===== config.mk =====
export PLATFORM = sky130hd
export DESIGN_NAME = seg7_scan_driver
export DESIGN_NICKNAME = d
export VERILOG_FILES = /design/src/rtl/seg7_scan_driver.sv
export SDC_FILE = /design/constraint.sdc
export NUM_CORES = 1
export LEC_CHECK = 0
export ABC_AREA = 0
export BUFFER_PORTS_ARGS = -buffer_cell sky130_fd_sc_hd__buf_2
export CORE_MARGIN = 5
export CORE_UTILIZATION = 35
export DETAILED_ROUTE_END_ITERATION = 10
export GPL_TIMING_DRIVEN = 0
export PLACE_DENSITY = 0.53
export REMOVE_ABC_BUFFERS = 1
export SYNTH_ARGS = -nofsm -noshare
export SYNTH_HDL_FRONTEND = slang
export SYNTH_SLANG_ARGS = --single-unit

===== constraint.sdc =====
create_clock -name clk -period 9.3 [get_ports clk]
set_clock_uncertainty 0.2 [all_clocks]
set_input_delay 0 -clock clk [delete_from_list [all_inputs] [get_ports clk]]
set_output_delay 0 -clock clk [all_outputs]
set_load 0.02 [all_outputs]

===== src/rtl/seg7_scan_driver.sv =====
// Time-multiplexed 7-segment scan driver. Each digit slot opens with a blanking window.
// New data is staged in shadow registers and takes effect only at frame boundaries.
module seg7_scan_driver #(
    parameter int NUM_DIGITS = 8,
    parameter int SCAN_DIV   = 4096,
    parameter int BLANK_CYC  = 1024,
    parameter bit ACTIVE_LOW = 1'b1
) (
    input  logic                      clk,
    input  logic                      rst,
    input  logic                      load,
    input  logic [4*NUM_DIGITS-1:0]   data_in,
    input  logic [NUM_DIGITS-1:0]     dot_in,
    input  logic [NUM_DIGITS-1:0]     blank_in,
    output logic [6:0]                seg,
    output logic                      dot,
    output logic [NUM_DIGITS-1:0]     led,
    output logic                      frame_start
);

    localparam int SW = $clog2(SCAN_DIV);
    localparam int DW = (NUM_DIGITS > 1) ? $clog2(NUM_DIGITS) : 1;
    localparam logic [SW-1:0] SLOT_LAST  = SW'(SCAN_DIV - 1);
    localparam logic [SW-1:0] BLANK_END  = SW'(BLANK_CYC);
    localparam logic [DW-1:0] DIG_LAST   = DW'(NUM_DIGITS - 1);
    localparam logic          POL        = ACTIVE_LOW;

    logic [SW-1:0]             slot_cnt;
    logic [DW-1:0]             dig_idx;
    logic                      pending;
    logic [4*NUM_DIGITS-1:0]   data_sh, data_act;
    logic [NUM_DIGITS-1:0]     dot_sh, dot_act;
    logic [NUM_DIGITS-1:0]     blank_sh, blank_act;
    logic                      boundary;
    logic                      lit;
    logic [3:0]                nibble;
    logic [6:0]                seg_nx;
    logic                      dot_nx;
    logic [NUM_DIGITS-1:0]     led_nx;

    // Segment pattern for a hex nibble, bit 0 = segment a ... bit 6 = segment g.
    function automatic logic [6:0] hex7(input logic [3:0] v);
        case (v)
            4'h0:    hex7 = 7'h3F;
            4'h1:    hex7 = 7'h06;
            4'h2:    hex7 = 7'h5B;
            4'h3:    hex7 = 7'h4F;
            4'h4:    hex7 = 7'h66;
            4'h5:    hex7 = 7'h6D;
            4'h6:    hex7 = 7'h7D;
            4'h7:    hex7 = 7'h07;
            4'h8:    hex7 = 7'h7F;
            4'h9:    hex7 = 7'h6F;
            4'hA:    hex7 = 7'h77;
            4'hB:    hex7 = 7'h7C;
            4'hC:    hex7 = 7'h39;
            4'hD:    hex7 = 7'h5E;
            4'hE:    hex7 = 7'h79;
            default: hex7 = 7'h71;
        endcase
    endfunction

    assign boundary = (slot_cnt == SLOT_LAST) && (dig_idx == DIG_LAST);

    always_ff @(posedge clk or posedge rst) begin
        if (rst) begin
            slot_cnt <= '0;
            dig_idx  <= '0;
        end else if (slot_cnt == SLOT_LAST) begin
            slot_cnt <= '0;
            dig_idx  <= (dig_idx == DIG_LAST) ? '0 : dig_idx + 1'b1;
        end else begin
            slot_cnt <= slot_cnt + 1'b1;
        end
    end

    // A load coinciding with the boundary bypasses the shadow so it lands in the very next frame.
    always_ff @(posedge clk or posedge rst) begin
        if (rst) begin
            pending   <= 1'b0;
            data_sh   <= '0;
            dot_sh    <= '0;
            blank_sh  <= '0;
            data_act  <= '0;
            dot_act   <= '0;
            blank_act <= '0;
        end else begin
            if (load) begin
                data_sh  <= data_in;
                dot_sh   <= dot_in;
                blank_sh <= blank_in;
                pending  <= 1'b1;
            end
            if (boundary && (pending || load)) begin
                data_act  <= load ? data_in  : data_sh;
                dot_act   <= load ? dot_in   : dot_sh;
                blank_act <= load ? blank_in : blank_sh;
                pending   <= 1'b0;
            end
        end
    end

    always_comb begin
        nibble = data_act[{dig_idx, 2'b00} +: 4];
        lit    = (slot_cnt >= BLANK_END) && !blank_act[dig_idx];
        led_nx = lit ? (NUM_DIGITS'(1) << dig_idx) : '0;
        seg_nx = lit ? hex7(nibble) : '0;
        dot_nx = lit && dot_act[dig_idx];
    end

    // Output stage: registered, polarity applied here; reset drives everything dark at once.
    always_ff @(posedge clk or posedge rst) begin
        if (rst) begin
            seg         <= {7{POL}};
            dot         <= POL;
            led         <= {NUM_DIGITS{POL}};
            frame_start <= 1'b0;
        end else begin
            seg         <= seg_nx ^ {7{POL}};
            dot         <= dot_nx ^ POL;
            led         <= led_nx ^ {NUM_DIGITS{POL}};
            frame_start <= boundary;
        end
    end

endmodule


=== Yosys cells after proc, flatten, opt, wreduce, memory -nomap -nowiden ===
Memories as Yosys holds them, arrays and structs flattened.
Index checks and enable logic that the tools add are counted.

* Eq/ne operators: 2
* Shifts and indexed selects: 2
* Multiplexer cells: 13
* $mul: 0
* Add/subtract/negate cells: 2
* Bitwise logic cells: 3
* Magnitude comparators: 2
* Divide/modulo/power cells: 0
* Reduce and logical (&&, ||, !) cells: 7

{| class="wikitable"
|+ Operators with widths
! operator !! number
|-
| 32-bit two-way mux || 1
|-
| 32-bit by 6-bit indexed part select with 4-bit output || 1
|-
| 8-bit two-way mux || 3
|-
| 12-bit by 1-bit adder with 12-bit output, second input constant || 1
|-
| 12-bit == test, second input constant || 1
|-
| 12-bit by 11-bit >= comparator with 1-bit output, second input constant || 1
|-
| 12-bit two-way mux || 1
|-
| 8-bit inverter || 1
|-
| 1-bit by 3-bit left shift with 8-bit output, first input constant || 1
|-
| 7-bit two-way mux || 1
|-
| 7-bit inverter || 1
|-
| 1-bit binary-select mux with 3-bit select || 2
|-
| 1-bit logical AND || 4
|-
| 3-bit by 4-bit less-than comparator with 1-bit output, second input constant || 1
|-
| 1-bit two-way mux || 4
|-
| 3-bit by 1-bit adder with 3-bit output, second input constant || 1
|-
| 3-bit == test, second input constant || 1
|-
| 3-bit two-way mux || 1
|-
| 2-bit nonzero test || 1
|-
| 1-bit zero test || 1
|-
| 1-bit logical OR || 1
|-
| 1-bit inverter || 1
|}

* Register bits: 129
* Bits in latches: 0
* Output and inout port bits: 17
* Memory bits (read-only): 112
* Memories kept: 1
* Memory bits (writable): 0

{| class="wikitable"
|+ Memory list
! name !! words !! bits a word !! read ports !! clocked after memory_dff !! write ports !! line !! source
|-
| (no name shown) || 16 || 7 || 1 || 0 || 0 || 43 || <nowiki>case (v)</nowiki>
|}

=== Depth between registers and ports, before layout ===
Gate-level depths: netlist (run 1).

* Depth in word-level cells: 6
* Mapped depth: 10

=== Worst setup path after synthesis (run 1) ===
No wires, ideal clock.

* Path kind: register -> register
* From: register dig_idx[0]
* To: register seg[3]
* Library setup time: 0.072 ns
* Path buffers: 2
* Clock period less this slack: 2.438 ns
* Arrival time: 2.166 ns
* Cell stages (with the launch flop): 10
* Setup slack: 6.862 ns
* Cells stage by stage: dfrtp_1 > buf_6 > buf_8 > mux4_2 > mux2_2 > inv_1 > ha_1 > nor3_1 > a211oi_1 > o21ai_1

* Word-level cells in the longest chain between the ends: 6

{| class="wikitable"
|+ RTL lines
! what !! line !! source
|-
| start, declared || 29 || <nowiki>logic [DW-1:0] dig_idx;</nowiki>
|-
| start signal, assigned || 71 || <nowiki>dig_idx <= (dig_idx == DIG_LAST) ? '0 : dig_idx + 1'b1;</nowiki>
|-
| branches (longest 4 deep; another with memory read 16 x 7 bit) || n/a ||
|-
| 7-bit two-way mux * || 107 || <nowiki>seg_nx = lit ? hex7(nibble) : '0;</nowiki>
|-
| 7-bit inverter (no source line) * || n/a ||
|-
| end signal, assigned || 114 || <nowiki>seg <= {7{POL}};</nowiki>
|-
| end signal, assigned || 119 || <nowiki>seg <= seg_nx ^ {7{POL}};</nowiki>
|-
| end, declared || 15 || <nowiki>output logic [6:0] seg,</nowiki>
|}

Every way passes the cells marked *. The select of a mux whose other input is x is not followed.
A chain may end at the register's enable or synchronous reset.

=== Worst setup path after layout (run 1) ===
* From: register dig_idx[0]
* To: register seg[0]

The elaborated chain is that of the path after synthesis.

==> results of run 1 <==
==> registers in the layout, summed over array words and instances (netlist names) <==
name,cells
blank_act,8
blank_sh,8
data_act,32
data_sh,32
dig_idx,3
dot,1
dot_act,8
dot_sh,8
frame_start,1
led,8
pending,1
seg,7
slot_cnt,12
==> layer usage <==
metal  vias to the layer above  wire, um  global-route usage [%]
li1                       1572         -                       -
met1                      1653      4860                    15.7
met2                        67      5080                    20.0
met3                        17       440                    3.65
met4                         0       199                    5.26
met5                         -         0                       0
==> path summary, 6_finish.rpt <==
kind / start / end / slack, ps
setup / recovery: dig_idx[0] / seg[0] / 5830
hold / removal: dot_in[7] / dot_sh[7] / 170
setup reg to reg: dig_idx[0] / seg[0] / 5830
hold reg to reg: slot_cnt[8] / slot_cnt[8] / 270
max in group asynchronous: rst / dot / 7550
min in group asynchronous: rst / data_sh[2] / 540
==> area by class of cell <==
class	instances	area (sq um)	share of cell area [%]
Tap cell	211	264	3.68
Clock buffer	22	474	6.61
Sequential cell	129	3250	45.2
Timing Repair Buffer	121	908	12.7
Clock inverter	10	156	2.18
Inverter	10	42.5	0.593
Multi-Input combinational cell	219	2090	29.1
==> logic make-up (layout without fill, tap and decap cells) <==
family,count (synthesis),count (layout),share of synthesized area (%)
AOI/OAI and AO/OA,21,21,2.91
muxes,114,114,25.4
buffers and inverters,27,163,2.40
xor gates and xnor gates,9,9,1.44
DFF,129,129,59.4
and+or+nand+nor,62,62,5.40
adders and majority gates,13,13,2.98
==> power by group <==
group	total, mW	switching (mW)	internal [mW]
clock network	0.704	0.235	0.468
logic	0.0721	0.0306	0.0415
registers	0.587	0.00470	0.583
==> stage by stage <==
stage	std cells	hold slack [ps]	setup WS (ps)	utilization [%]	instance area, sq um
6_report	722	174	5830	47.1	7180
5_1_grt	722	170	5570	47.1	7180
4_1_cts	722	154	5770	47.1	7180
3_5_place_dp	640	-196	5770	39.6	6050
3_3_place_gp	636	55.1	4110	39.1	5970
2_1_floorplan	358	-45.5	5510	-	5370
==> layout by cell type, fill, tap and decap left out, types with 4 or more instances in the layout <==
cell type        n
dlygate4sd3_1   50
bufinv_16        4
nor3_1           5
nor2_1          12
inv_1            7
dfrtp_1        113
ha_1            13
buf_2           67
nand2_1         23
o21ai_0          5
xnor2_1          5
xor2_1           4
mux2_2          99
clkinv_2         4
mux4_2          10
nand3_1          5
mux2i_1          5
dfstp_2         16
o221ai_1         4
clkbuf_16       17
==> cells in the mapped netlist (2+ instances only) <==
library cell and count:
a211oi_1 2, a21oi_1 2, and3_1 3, and4_1 2
buf_1 5, buf_2 9, dfrtp_1 113, dfstp_2 16
ha_1 13, inv_1 8, mux2_2 99, mux2i_1 5
mux4_2 10, nand2_1 23, nand2b_1 2, nand3_1 5
nand4_1 3, nor2_1 12, nor2b_1 2, nor3_1 5
o21ai_0 5, o21ai_1 2, o221ai_1 4, or3_1 2
xnor2_1 5, xor2_1 4
==> critical path, stage by stage, from the launching register on <==
cell	delay, ps
dfrtp_1	1080
mux4_2	600
mux2i_1	800
o21ai_1	320
a21oi_1	260
o31ai_2	80
==> impl_metrics.json, run 1 <==
{
  "run_status": "complete, no violations",
  "yosysTopAreaCell": "dfrtp_1",
  "postSynthAreaPerCell_sq_um": 14.6,
  "synth_area_sq_um": 5470,
  "grt_overflow": 0,
  "hpwlAfterDp_mm": 6.77,
  "die_w_um": 135,
  "core_area_sq_um": 15300,
  "drv_slew": 0,
  "drtAntennaViolNets": 0,
  "hp-class": "in2reg",
  "synth_cell_type_count": 40,
  "drive_gt1_share_pct": 45.2,
  "drv_cap": 0,
  "rr_worst_depth": 5,
  "cts_max_path_buffers": 2,
  "grt_pass1_vias": 3514,
  "dr.pass1.iters": 5,
  "hold_depth": 3,
  "synth_flop_cell": "dfrtp_1",
  "fillers": 1354,
  "worstPathRequired_ps": 9410,
  "grt_pass1_wl_mm": 17.6,
  "htreeDepth": 4,
  "rsz0062_at_grt": "no",
  "io_buffers": 67,
  "dieArea_sq_um": 18200,
  "worstSetupPathType": "reg2reg",
  "syn_to_final_growth_pct": 31.4,
  "cts_buffers": 17,
  "synth_top_area_share_pct": 51.7,
  "cts-resized-gates": 0,
  "synth.area.top_cells": "dfrtp_1 52%, mux2_2 20%, dfstp_2 7.7%",
  "synth-seq-cells": 129,
  "antenna_cells": 0,
  "vias": 3309,
  "drc": 0,
  "worst_pin_slew_ps": 1140,
  "clock.fmax_mhz": 288,
  "cts_tree": "done",
  "ir_drop_mv": 0.120,
  "grt_max_degree": 96,
  "clock_sinks": 129,
  "final.period_utilization_pct": 37.3,
  "hold_buffers": 50,
  "max_slew_margin_pct": 24.0,
  "gp_congestion": 0.781,
  "synth_edf_count": 0,
  "io_pins": 68,
  "path_max_fanout": 18,
  "yosysWarnings": 0,
  "fin_crit_ps": 3470,
  "cts_root_buffer": "clkbuf_16",
  "power_density_nw_per_um2": 190,
  "post_cts_buffers": 0,
  "wire_per_inst_um": 14.7,
  "tns_ps": 0,
  "ys_async_sr_fraction_pct": 100,
  "via_per_inst": 4.58,
  "clkTransAtPathRegs_ps": 60,
  "ys_seq_area_share_pct": 59.4,
  "drtIter0Drc": 160,
  "grt.total_usage_pct": 12.4,
  "p_total_mw": 1.36,
  "power.leakage_nw": 3.29,
  "initial_core_util_pct": 35.8,
  "antenna_found_initial": 0,
  "syn_inst": 375,
  "die_height_um": 135,
  "clock_latency_ps": 410,
  "drt-total-wl_mm": 10.6,
  "cp-end-kind": "flip-flop",
  "finalSetupViolations": 0,
  "crit_arrival_ps": 3580,
  "fin_nets": 562,
  "critPathLaunchType": "flip-flop",
  "hold_viol": 0,
  "row_count": 45
}
No activity file was read; power rests on OpenSTA's default activity.
==> run 2, diff against run 1 <==
- ABC_AREA: 0 -> 1
- PLACE_DENSITY: 0.53 -> 0.52
- clock period: 9.3 -> 3.62 ns (I/O delays scaled with it)
==> run 2 against run 1 <==
- design area increased by 2.9%
- via count increased by 44%
- die area rose by 5.6%
- fmax is 5.0% higher
- register-to-register slack worse by 5500 ps
- critical path depth increased by 2
- clock power grew to 2.5 times the previous value
- setup slack worse by 5500 ps
- utilization fell by 2.0 points
- sequential power grew to 2.6 times the previous value
- global-route usage grew 2.4 points
- largest cell class unchanged
==> impl_metrics.json, run 2 <==
{
  "run_status": "complete, no violations",
  "ys_seq_area_share_pct": 56.1,
  "yosysTopAreaCell": "dfrtp_1",
  "placed_cells": 958,
  "dr.pass1.iters": 4,
  "crit_arrival_ps": 3410,
  "wire_per_inst_um": 13.1,
  "drt-total-wl_mm": 13.6,
  "worstPathRequired_ps": 3730,
  "cts_root_buffer": "clkbuf_16",
  "cts_buffers": 17,
  "synth_flop_cell": "dfrtp_1",
  "synth_area_sq_um": 5790,
  "via_per_inst": 4.57,
  "grt_pass1_vias": 4813,
  "synth_edf_count": 0,
  "p_total_mw": 3.47,
  "drtIter0Drc": 290,
  "grt_max_degree": 97,
  "yosysMostFrequentCell": "nand2_1",
  "row_count": 47,
  "instances_no_fill": 1041,
  "antenna_cells": 0,
  "finalSetupViolations": 0,
  "preCtsSetupSlack_ps": -527,
  "worstSetupPathType": "reg2reg",
  "final.period_utilization_pct": 91.3,
  "fillers": 1648,
  "htreeDepth": 4,
  "reg_top3": "data_act: 32 flops, data_sh: 32 flops, slot_cnt: 12 flops",
  "postSynthAreaPerCell_sq_um": 8.23,
  "fin_crit_ps": 3310,
  "die_w_um": 139,
  "synth.area.top_cells": "dfrtp_1 49%, nand2_1 22%, nand3_1 8.0%",
  "antenna_found_initial": 0,
  "hold_slack_ps": 36.2,
  "cts_tree": "done",
  "cp-end-kind": "flip-flop",
  "hold_viol": 0,
  "critPathLaunchType": "flip-flop",
  "path_max_fanout": 48,
  "drv_slew": 0,
  "synthTopCellsByCount": "346 x nand2_1, 113 x dfrtp_1, 93 x nand3_1",
  "max_slew_margin_pct": 18.7,
  "synth_top_area_share_pct": 48.8,
  "hpwlAfterDp_mm": 8.21,
  "power_density_nw_per_um2": 469,
  "drv_cap": 0,
  "drtAntennaViolNets": 0,
  "io_pins": 68,
  "dieArea_sq_um": 19200,
  "worst_pin_slew_ps": 1220,
  "synth_cell_type_count": 27,
  "yosysWarnings": 0,
  "initial_core_util_pct": 35.3,
  "drc": 0,
  "clock_latency_ps": 420,
  "rsz0062_at_grt": "no",
  "gp_congestion": 0.846,
  "fin_nets": 872,
  "die_height_um": 139,
  "clock_sinks": 129,
  "tns_ps": 0,
  "ys_async_sr_fraction_pct": 100,
  "core_area_sq_um": 16400,
  "ir_drop_mv": 0.330,
  "layout_common_cells": "345 x nand2_1, 113 x dfrtp_1, 93 x nand3_1, 67 x buf_2, 50 x dlygate4sd3_1",
  "power.leakage_nw": 3.84,
  "vias": 4758,
  "grt_pass1_wl_mm": 23.3,
  "io_buffers": 67,
  "clock.fmax_mhz": 303,
  "layout_commonest_cell": "nand2_1",
  "drive_gt1_share_pct": 15.2,
  "grt_overflow": 0,
  "syn_inst": 704,
  "synth-seq-cells": 129,
  "setup_slack_ps": 314,
  "clkTransAtPathRegs_ps": 60,
  "syn_to_final_growth_pct": 27.6,
  "cts_max_path_buffers": 2,
  "grt.total_usage_pct": 14.9,
  "hp-class": "in2reg"
}
## run 2: cell types whose count changed after synthesis, sizes merged, moves of 3 or more
cell,previous run,this run
nand2,23,347
mux2,99,0
nand3,5,94
inv,9,42
clkbuf,1,17
mux4,10,0
mux2i,5,0
nor2,12,17
nor3,5,1
o221ai,4,0
a211oi,3,0
and3,3,0
xnor2,5,2
## run 2: final timing paths
kind,start,end,slack [ps],cells past startpoint
setup / recovery,dig_idx[0],data_act[0],310,7
hold / removal,load,data_sh[9],40,3
setup reg to reg,dig_idx[0],data_act[0],310,7
hold reg to reg,data_act[1],data_act[1],270,2
max in group asynchronous,rst,seg[4],1930,5
min in group asynchronous,rst,dot_sh[5],500,4
## run 2: layout make-up
class	instances	area (sq um)	area share (%)
Sequential cell	129	3250	43.9
Multi-Input combinational cell	498	2220	30.0
Timing Repair Buffer	118	863	11.7
Clock buffer	21	450	6.09
Tap cell	220	275	3.72
Inverter	44	170	2.30
Clock inverter	11	163	2.20
## run 2: routing by layer
metal / global-route usage, % / vias up / wire, um
li1: - / 2394 / -
met1: 19.7 / 2252 / 6590
met2: 23.5 / 97 / 6230
met3: 3.38 / 15 / 589
met4: 6.44 / 0 / 209
met5: 0 / - / 0
## run 2: where the power goes
group | total [mW] | internal (mW) | switching (mW)
registers | 1.50 | 1.49 | 0.0128
clock network | 1.78 | 1.17 | 0.619
logic | 0.178 | 0.0794 | 0.0990
total | 3.47 | 2.74 | 0.731
## run 2: kinds of logic after synthesis
logic type | Yosys count | share of synthesized area [%]
AOI/OAI and AO/OA | 13 | 1.40
xor gates and xnor gates | 8 | 1.21
adders and majority gates | 13 | 2.81
buffers and inverters | 78 | 5.85
DFF | 129 | 56.1
and+or+nand+nor | 463 | 32.7
## run 2: critical path, cell delays in order (launching register included)
cell and delay (ps):
dfrtp_1 1010, ha_1 310, ha_1 180, inv_1 120, nor2_4 590, nand2_4 510
nand2_1 190, nand2_1 70
## run 2: timing repair
item | 4_1_cts | 5_1_grt
setup buffers | 0 | 0
resized for setup | 1 | 0
setup endpoints to repair | 48 | 0
hold buffers | 50 | 0
hold endpoints to repair | 209 | 0
## run 2: stage by stage
step / utilization (%) / area (sq um)
floorplan: - / 5620
global placement: 38.0 / 6230
detailed placement: 38.2 / 6270
CTS: 45.0 / 7390
global route: 45.0 / 7390
finish: 45.0 / 7390
